## src/rtl/lsu.sv

```systemverilog
// RV32I MEM-stage load/store unit: one req/gnt/rvalid transaction per memory op,
// with store byte-lane steering, load extraction/extension and pipeline stall.
module lsu (
   input  logic        clk,
   input  logic        rst,
   input  logic        ex_valid,
   input  logic        ex_load,
   input  logic        ex_store,
   input  logic [2:0]  ex_funct3,
   input  logic [31:0] ex_addr,
   input  logic [31:0] ex_wdata,
   output logic        stall,
   output logic [31:0] ld_data,
   output logic        ld_valid,
   output logic        misalign,
   output logic        mem_req,
   output logic        mem_we,
   output logic [31:0] mem_addr,
   output logic [31:0] mem_wdata,
   output logic [3:0]  mem_be,
   input  logic        mem_gnt,
   input  logic        mem_rvalid,
   input  logic [31:0] mem_rdata
);

   typedef enum logic [1:0] {S_IDLE, S_REQ, S_WAIT, S_DONE} state_t;

   state_t      state_q, state_d;
   logic [29:0] waddr_q;
   logic [1:0]  off_q;
   logic [2:0]  f3_q;
   logic        we_q;
   logic [3:0]  be_q, be_d;
   logic [31:0] wdata_q, wdata_d;
   logic [31:0] ld_data_q, ld_data_d;

   logic        op, is_b, is_h, mis_cond, issue, go;

   // ---------------- issue decode ----------------
   assign op       = ex_load | ex_store;
   assign is_b     = (ex_funct3 == 3'b000) | (ex_funct3 == 3'b100);
   assign is_h     = (ex_funct3 == 3'b001) | (ex_funct3 == 3'b101);
   assign mis_cond = (is_h & ex_addr[0]) | (~is_b & ~is_h & (|ex_addr[1:0]));
   assign issue    = (state_q == S_IDLE) & ex_valid & op;
   assign go       = issue & ~mis_cond;
   assign misalign = issue & mis_cond;

   always_comb begin
      be_d = 4'b1111;
      if (ex_store) begin
         if (is_b)      be_d = 4'b0001 << ex_addr[1:0];
         else if (is_h) be_d = 4'b0011 << ex_addr[1:0];
      end
   end

   // Each lane carries the byte it would hold after replication of the store operand.
   for (genvar k = 0; k < 4; k++) begin : g_lane
      always_comb begin
         wdata_d[8*k +: 8] = ex_wdata[8*k +: 8];
         if (is_b)      wdata_d[8*k +: 8] = ex_wdata[7:0];
         else if (is_h) wdata_d[8*k +: 8] = ex_wdata[8*(k%2) +: 8];
      end
   end

   // ---------------- load extraction ----------------
   logic [31:0] shifted;
   logic        ld_b, ld_h, ld_u;

   assign shifted = mem_rdata >> {off_q, 3'b000};
   assign ld_b    = (f3_q == 3'b000) | (f3_q == 3'b100);
   assign ld_h    = (f3_q == 3'b001) | (f3_q == 3'b101);
   assign ld_u    = f3_q[2];

   always_comb begin
      ld_data_d = shifted;
      if (ld_b)      ld_data_d = {{24{~ld_u & shifted[7]}}, shifted[7:0]};
      else if (ld_h) ld_data_d = {{16{~ld_u & shifted[15]}}, shifted[15:0]};
   end

   // ---------------- FSM ----------------
   always_comb begin
      state_d = state_q;
      case (state_q)
         S_IDLE:  if (go) state_d = S_REQ;
         S_REQ:   if (mem_gnt) state_d = we_q ? S_DONE : S_WAIT;
         S_WAIT:  if (mem_rvalid) state_d = S_DONE;
         S_DONE:  state_d = S_IDLE;
         default: state_d = S_IDLE;
      endcase
   end

   always_ff @(posedge clk or posedge rst) begin
      if (rst) begin
         state_q   <= S_IDLE;
         waddr_q   <= '0;
         off_q     <= '0;
         f3_q      <= '0;
         we_q      <= 1'b0;
         be_q      <= '0;
         wdata_q   <= '0;
         ld_data_q <= '0;
      end else begin
         state_q <= state_d;
         if (go) begin
            waddr_q <= ex_addr[31:2];
            off_q   <= ex_addr[1:0];
            f3_q    <= ex_funct3;
            we_q    <= ex_store;
            be_q    <= be_d;
            wdata_q <= wdata_d;
         end
         if ((state_q == S_WAIT) && mem_rvalid) ld_data_q <= ld_data_d;
      end
   end

   // Outputs decode straight from state so reset drops mem_req/ld_valid at once.
   assign stall     = go | (state_q == S_REQ) | (state_q == S_WAIT);
   assign mem_req   = (state_q == S_REQ);
   assign mem_we    = we_q;
   assign mem_addr  = {waddr_q, 2'b00};
   assign mem_wdata = wdata_q;
   assign mem_be    = be_q;
   assign ld_data   = ld_data_q;
   assign ld_valid  = (state_q == S_DONE) & ~we_q;

endmodule

```

## config.mk

```make
export PLATFORM = sky130hd
export DESIGN_NAME = lsu
export DESIGN_NICKNAME = d
export VERILOG_FILES = /design/src/rtl/lsu.sv
export SDC_FILE = /design/constraint.sdc
export NUM_CORES = 1
export LEC_CHECK = 0
export CORE_ASPECT_RATIO = 0.7
export CORE_MARGIN = 5
export CORE_UTILIZATION = 47
export DETAILED_ROUTE_END_ITERATION = 8
export PLACE_DENSITY = 0.83
export SKIP_CTS_REPAIR_TIMING = 1
export SLEW_MARGIN = 20
export SYNTH_ARGS = -nofsm -noshare
export SYNTH_HDL_FRONTEND = slang
export SYNTH_SLANG_ARGS = --single-unit
export TNS_END_PERCENT = 5
```

## constraint.sdc

```tcl
create_clock -name clk -period 7.94 [get_ports clk]
set_input_delay 1.985 -clock clk [delete_from_list [all_inputs] [get_ports clk]]
set_output_delay 1.985 -clock clk [all_outputs]
set_load 0.02 [all_outputs]
```

== After elaboration in Yosys (flattened, before gate mapping) ==
Index checks and enable logic that the tools add are counted.
Widths: inputs -> output; s select.
Cells by class
  muxes and demuxes: 15
  reductions and logical operators: 6
  bitwise gates (word level): 23
  equality and inequality tests: 12
  shift operators: 3
Operator list (number)
  $mux 32: 2
  $mux 8: 5
  $shr 32x5->32: 1
  $eq 3x3->1 const B: 4
  $mux 4: 3
  $and 1x1->1: 10
  $or 1x1->1: 8
  $pmux 2 s4: 1
  $eq 3x1->1 const B: 2
  $logic_not 3->1: 2
  $mux 2: 3
  $not 1->1: 5
  $eq 2x2->1 const B: 2
  $ne 2x2->1 const B: 2
  $shl 1x2->4 const A: 1
  $shl 2x2->4 const A: 1
  $reduce_and 3->1: 1
  $eq 2x1->1 const B: 1
  $logic_not 2->1: 1
  $ne 2x1->1 const B: 1
  $reduce_or 2->1: 1
  $logic_and 1x1->1: 1
  $mux 1: 1
Word-level totals
  bits in registers: 106
  logic and storage cells: 67
  input port bits: 106

== Longest topological paths before layout ==
Gate-level depths: netlist (run 1).
  depth after elaboration: 10
  mapped depth: 9
  depth with buffers taken out: 6

== Worst setup path before layout (run 1) ==
No wires, ideal clock.
  path type: input to output
  start: in ex_addr[0]
  end: out stall
  arrival: 3.313 ns
  setup slack: 2.642 ns
  stages: 8
  path buffers: 3
  path through: inv_1 > ha_1 > nor2b_4 > or3_1 > buf_2 > buf_6 > clkbuf_1 > nand3_1
Between the ends
  word-level cells in the longest chain between the ends: 7
  elaborated cells on any way between the ends: 8
Ends and longest elaborated chain
  start: declaration: line 10  | input logic [31:0] ex_addr,
  $reduce_or 2->1: line 43  | assign mis_cond = (is_h & ex_addr[0]) | (~is_b & ~is_h & (|ex_addr[1:0]));
  $and 1x1->1: line 43
  $or 1x1->1 (*): line 43
  $not 1->1 (*): line 45  | assign go = issue & ~mis_cond;
  $and 1x1->1 (*): line 45
  $or 1x1->1 (*) (2 in a row): line 117  | assign stall = go | (state_q == S_REQ) | (state_q == S_WAIT);
  end: declaration: line 12  | output logic stall,
Mark *: on every way between the ends. The rest lies on a longest branch, timed or not.

== Final worst setup path (run 1) ==
  start: in ex_addr[1]
  end: out stall
Between the ends
  word-level cells in the longest chain between the ends: 7
Ends and longest elaborated chain (line)
  $reduce_or 2->1: 43
  $and 1x1->1: 43
  $or 1x1->1: 43
  $not 1->1: 45
  $and 1x1->1: 45
  $or 1x1->1 (2 in a row): 117
Every way passes these cells.

==> flow_metrics.env, run 1 <==
export IMPL_outcome="finished, final reports clean"
export IMPL_grt_overflow=0
export IMPL_multi_input_area_sq_um=2230
export IMPL_slew_viol_final=0
export IMPL_async_flop_share=1.00
export IMPL_setup_viol=0
export IMPL_ant_nets=0
export IMPL_worst_r2r_setup_slack_ps=5110
export IMPL_antenna_found_initial=0
export IMPL_grt_pass1_wl_microns=22900
export IMPL_clock_sinks=106
export IMPL_p_leak_nw=3.27
export IMPL_fin_util=0.720
export IMPL_critPathCaptureType="output pin"
export IMPL_finalWirelength_microns=14200
export IMPL_drtPass1Iterations=6
export IMPL_synth_warning_count=0
export IMPL_slowest_delay_ps=620
export IMPL_p_per_area_nw_per_um2=398
export IMPL_syn_area_per_cell_sq_um=11.5
export IMPL_start_kind="primary input"
export IMPL_worstPathRequired_ps=5960
export IMPL_port_buffers=208
export IMPL_worst_path_most_repeated_cell="clkdlybuf4s50_1"
export IMPL_startpoint="ex_addr[1]"
export IMPL_rsz0062_at_grt="false"
export IMPL_min_path_type="reg2reg"
export IMPL_worst_pin_slew_ps=1010
export IMPL_nets=747
export IMPL_drt_iter0_drc=259
export IMPL_crit_path_end="stall"
export IMPL_power_total_mw=2.99
export IMPL_vias=4098
export IMPL_vias_per_cell=5.33
export IMPL_crit_buf_inv=3
export IMPL_fin_crit_sh=0.751
export IMPL_synth_flop_cell="dfrtp_1"
export IMPL_path_cells="clkdlybuf4s50_1 -> inv_1 -> ha_1 -> nor2b_4 -> or3_4 -> nand3_1 -> clkdlybuf4s50_1"
export IMPL_cts_root_buf="clkbuf_16"
export IMPL_htreeDepth=3
export IMPL_cp_top_family="buffers and inverters"
export IMPL_grt_max_degree=105
export IMPL_hold_worst_slack_ps=483
export IMPL_dieArea_sq_um=13000
export IMPL_clk_pin_slew_ps=70
export IMPL_setup_tns_ps=0
export IMPL_grt_usage=0.218
export IMPL_routedWlPerCell_microns=18.5
export IMPL_area_delta_synth_final_pct=48.2
export IMPL_reg2regPathDepth=6
export IMPL_r2r_start="state_q[0]"
export IMPL_fin_crit_ps=5960
export IMPL_yosys_cell_types_count=38
export IMPL_cts_made_buffers=9
export IMPL_diodes=0
export IMPL_fp_row_count=31
export IMPL_regArea_sq_um=2650
export IMPL_cp_depth=7
export IMPL_dieHeight_microns=96.9
export IMPL_hpwlAfterDp_microns=10700
export IMPL_place_congestion=0.930
export IMPL_relSlewSlack=0.330
export IMPL_io_pins=211
export IMPL_initial_core_util=0.486
export IMPL_crit_fanout=4
export IMPL_cp_slowest_cell="clkdlybuf4s50_1"
export IMPL_synth_seq_cells=106
export IMPL_cts_tree="built"
export IMPL_grt_pass1_vias=4237
export IMPL_drc=0
export IMPL_fmax_mhz=168
export IMPL_final_cell_area_sq_um=7520
export IMPL_path_class="in2out"
export IMPL_place_area_sq_um=7200
export IMPL_peakVddDrop_v=0.000206
export IMPL_r2r_end="ld_data[24]"
export IMPL_clock_latency_ps=340
export IMPL_maxCapViolCount=0
export IMPL_design_core_area_sq_um=10400
export IMPL_synth_area_sq_um=5070
export IMPL_worstPathArrival_ps=3970
export IMPL_synth_edf_count=0
export IMPL_layout_drive_gt1_share=0.119
export IMPL_finClkSkew_ps=6.13
export IMPL_hold_viol_final=0
export IMPL_num_fill_cells=736
export IMPL_clock_path_buffers=2
export IMPL_die_w_microns=134
export IMPL_netlist_instances=442
export IMPL_ys_seq_area_frac=0.523
## cell usage in the layout, fill, tap and decap left out, types with 2 or more instances in the layout
master / n
buf_4: 4
mux2_2: 41
and2_1: 2
clkinvlp_4: 3
dfrtp_1: 106
mux2_4: 9
a2bb2oi_1: 8
a211oi_1: 5
o21a_1: 7
mux2i_1: 40
inv_1: 6
nor3_1: 4
nand2_1: 36
ha_1: 9
nor2b_1: 9
clkdlybuf4s50_1: 208
clkbuf_16: 9
a21oi_1: 22
nor2_1: 23
a221o_1: 13
o211ai_1: 2
conb_1: 2
o22ai_1: 7
o21ai_0: 41
clkbuf_8: 2
a21o_1: 3
## cells by family (layout without fill, tap and decap cells)
| logic type | Yosys count | in the layout | share of synthesized area |
|---|---|---|---|
| compound gates | 110 | 110 | 0.138 |
| flops | 106 | 106 | 0.523 |
| mux | 92 | 92 | 0.203 |
| simple gates | 82 | 82 | 0.0740 |
| buf+inv | 42 | 236 | 0.0387 |
| fa+ha+maj | 9 | 9 | 0.0222 |
| other cells | 1 | 2 | 0.000739 |
## state kept, by name (all words and copies together), names as in the netlist
register / cells
ld_data: 32
mem_wdata: 32
waddr_q: 30
mem_be: 4
f3_q: 3
off_q: 2
state_q: 2
mem_we: 1
## cells in the mapped netlist, types with 3 or more instances
library cell,instances,area share
nor2b_1,9,0.011
buf_2,10,0.0099
nor3_1,4,0.0039
nor2_1,23,0.017
o22ai_1,7,0.0086
mux2_2,41,0.091
clkbuf_1,19,0.014
a21o_1,3,0.0044
buf_4,3,0.0044
mux2i_1,40,0.079
nand2_1,36,0.027
mux2_4,9,0.027
inv_1,7,0.0052
dfrtp_1,106,0.52
a211oi_1,5,0.0074
a2bb2oi_1,8,0.014
a21oi_1,22,0.022
ha_1,9,0.022
a221o_1,13,0.026
o21ai_0,41,0.040
o21a_1,7,0.010
## per-stage QoR
step	worst slack, ps	instances
floorplan	2640	443
global placement	2020	753
detailed placement	1980	753
CTS	1970	769
global route	1900	769
finish	1980	769
## how the worst min path moves through the flow
stage / depth (start not counted) / endpoint / slack, ps / startpoint
after floorplan: 1 / f3_q[2] / 500 / f3_q[2]
after global placement: 2 / mem_wdata[9] / 460 / mem_wdata[9]
after detailed placement: 2 / mem_wdata[16] / 470 / mem_wdata[16]
after CTS: 2 / mem_wdata[16] / 490 / mem_wdata[16]
after global routing: 1 / mem_be[2] / 510 / mem_be[2]
final: 1 / mem_be[2] / 480 / mem_be[2]
## layout make-up
class	count	share of cell area
flip-flops and latches	106	0.353
multi-input cells	295	0.297
repair buffers	213	0.282
clock buffers	11	0.0336
well taps	132	0.0220
clock inverters	5	0.00816
inverters	7	0.00383
## report_power, final
group          total, mW  switching (mW)  internal (mW)
sequential         0.986           0.184          0.803
combinational       1.54           0.758          0.786
clock              0.461           0.198          0.263
## routing by layer
metal,vias to the layer above,track usage,wire length (microns)
li1,1958,-,-
met2,147,0.343,6540
met5,-,0,0
met4,0,0.0579,254
met1,1972,0.281,6130
met3,21,0.0877,1300
(Power assumes the default switching activity.)
==> run 2: changes to the inputs <==
Settings changed: CORE_UTILIZATION 47 to 39, PLACE_DENSITY 0.83 to 0.73.
Clock period 7.94 ns to 5.3 ns, I/O delays scaled along.
==> run 2 against run 1 <==
  * Non-clock buffer count increased by 2
  * Design area about the same
  * Sequential share of layout area barely moved
  * Die area up 19%
  * Sequential power increased by 49%
  * Critical path depth is the same
  * Global-route usage fell by 3.0 points
  * Critical endpoint unchanged
  * Highest routed layer unchanged
==> flow_metrics.env, run 2 (synthesis results as in run 1) <==
export IMPL_outcome="finished, final reports clean"
export IMPL_reg2regPathDepth=4
export IMPL_finClkSkew_ps=5.96
export IMPL_pwr_share_clk=0.139
export IMPL_final_cell_area_sq_um=7520
export IMPL_cts_root_buf="clkbuf_16"
export IMPL_slew_viol_final=0
export IMPL_drtPass1Iterations=4
export IMPL_vias_per_cell=5.19
export IMPL_diodes=0
export IMPL_antenna_found_initial=0
export IMPL_met1_usage=0.260
export IMPL_area_delta_synth_final_pct=48.2
export IMPL_final_cell_mix="clkdlybuf4s50_1, dfrtp_1, mux2_2, o21ai_0, mux2i_1"
export IMPL_start_kind="primary input"
export IMPL_grt_pass1_wl_microns=23300
export IMPL_peakVddDrop_v=0.000250
export IMPL_die_w_microns=146
export IMPL_post_layout_nonfiller_instances=800
export IMPL_maxCapViolCount=0
export IMPL_relSlewSlack=0.336
export IMPL_fin_util=0.597
export IMPL_design_core_area_sq_um=12600
export IMPL_r2r_start="off_q[1]"
export IMPL_p_per_area_nw_per_um2=586
export IMPL_fin_crit_ps=4640
export IMPL_worstPathRequired_ps=3970
export IMPL_grt_overflow=0
export IMPL_layout_commonest_cell="clkdlybuf4s50_1"
export IMPL_vias=4152
export IMPL_cts_tree="built"
export IMPL_grt_usage=0.188
export IMPL_r2r_end="ld_data[13]"
export IMPL_combPwrFrac=0.526
export IMPL_routedWlPerCell_microns=18.2
export IMPL_clock_path_buffers=2
export IMPL_use_met3=0.0626
export IMPL_clk_pin_slew_ps=70
export IMPL_hpwlAfterDp_microns=11100
export IMPL_p_int_mw=2.70
export IMPL_power_switching_mw=1.70
export IMPL_hold_start="mem_be[1]"
export IMPL_drt_iter0_drc=203
export IMPL_worstPathArrival_ps=3320
export IMPL_whs_endpoint="mem_be[1]"
export IMPL_grt_pass1_vias=4256
export IMPL_htreeDepth=3
export IMPL_p_leak_nw=3.25
export IMPL_setup_viol=0
export IMPL_place_congestion=0.955
export IMPL_cts_made_buffers=9
export IMPL_worst_r2r_setup_slack_ps=2530
export IMPL_dieHeight_microns=105
export IMPL_layout_drive_gt1_share=0.118
export IMPL_top_usage_layer="met2"
export IMPL_fin_crit_sh=0.876
export IMPL_rsz0062_at_grt="false"
export IMPL_port_buffers=208
export IMPL_initial_core_util=0.403
export IMPL_place_area_sq_um=7250
export IMPL_finalWirelength_microns=14600
export IMPL_swShare=0.386
export IMPL_clock_sinks=106
export IMPL_ant_nets=0
export IMPL_fp_row_count=34
export IMPL_drc=0
export IMPL_path_class="in2out"
export IMPL_grt_met2_usage=0.287
export IMPL_nets=749
export IMPL_hold_depth=1
export IMPL_clock_latency_ps=340
export IMPL_power_share_sequential=0.334
export IMPL_min_path_type="reg2reg"
export IMPL_hold_viol_final=0
export IMPL_io_pins=211
export IMPL_setup_tns_ps=0
export IMPL_crit_fanout=4
export IMPL_fmax_mhz=215
export IMPL_critPathCaptureType="output pin"
export IMPL_dieArea_sq_um=15400
export IMPL_place_inst=785
export IMPL_grt_max_degree=105
export IMPL_worst_pin_slew_ps=996
[run 2: metrics by stage]
stage	setup WS (ps)	total power, mW	hold WS, ps
6_report	657	4.40	483
5_1_grt	554	4.67	515
4_1_cts	654	4.45	487
3_5_place_dp	660	3.82	471
3_3_place_gp	701	3.76	463
2_1_floorplan	1190	2.72	504
[run 2: power groups by stage]
stage	registers, mW	clock network [mW]	logic, mW
6_report	1.47	0.613	2.32
3_3_place_gp	1.46	0	2.29
3_5_place_dp	1.48	0	2.34
4_1_cts	1.47	0.632	2.34
5_1_grt	1.53	0.662	2.47
2_1_floorplan	1.87	0	0.852
[run 2: area by class of cell]
class	instances	area (sq um)
Tap cell	162	203
Clock inverter	4	28.8
Fill cell	1045	5070
Clock buffer	11	233
Sequential cell	106	2650
Timing Repair Buffer	215	2140
Multi-Input combinational cell	295	2230
Inverter	7	31.3
[run 2: routing by layer]
layer / up-vias / routed length (microns) / share of wire
met1: 2037 / 6590 / 0.45
li1: 1960 / - / -
met5: - / 0 / 0
met4: 0 / 205 / 0.014
met3: 17 / 1180 / 0.081
met2: 138 / 6630 / 0.45
[run 2: worst max-delay path, cell delays in order]
cell	delay, ps
clkdlybuf4s50_1	470
inv_1	130
ha_1	230
nor2b_4	50
or3_4	390
nand3_1	90
clkdlybuf4s50_1	620
[run 2: how the worst max path moves through the flow]
stage	start	end	slack (ps)	depth (start not counted)
2_1_floorplan	rst	f3_q[0]	1190	1
3_3_place_gp	ex_addr[0]	stall	700	7
3_5_place_dp	ex_addr[1]	stall	660	7
4_1_cts	ex_addr[1]	stall	650	7
5_1_grt	ex_addr[0]	stall	550	7
6_report	ex_addr[0]	stall	660	7
==> run 3: changes to the inputs <==
Settings changed: SETUP_SLACK_MARGIN set to 0.05.
==> results of run 3 <==
No change in the layout: final DEF, timing and power equal those of run 2.
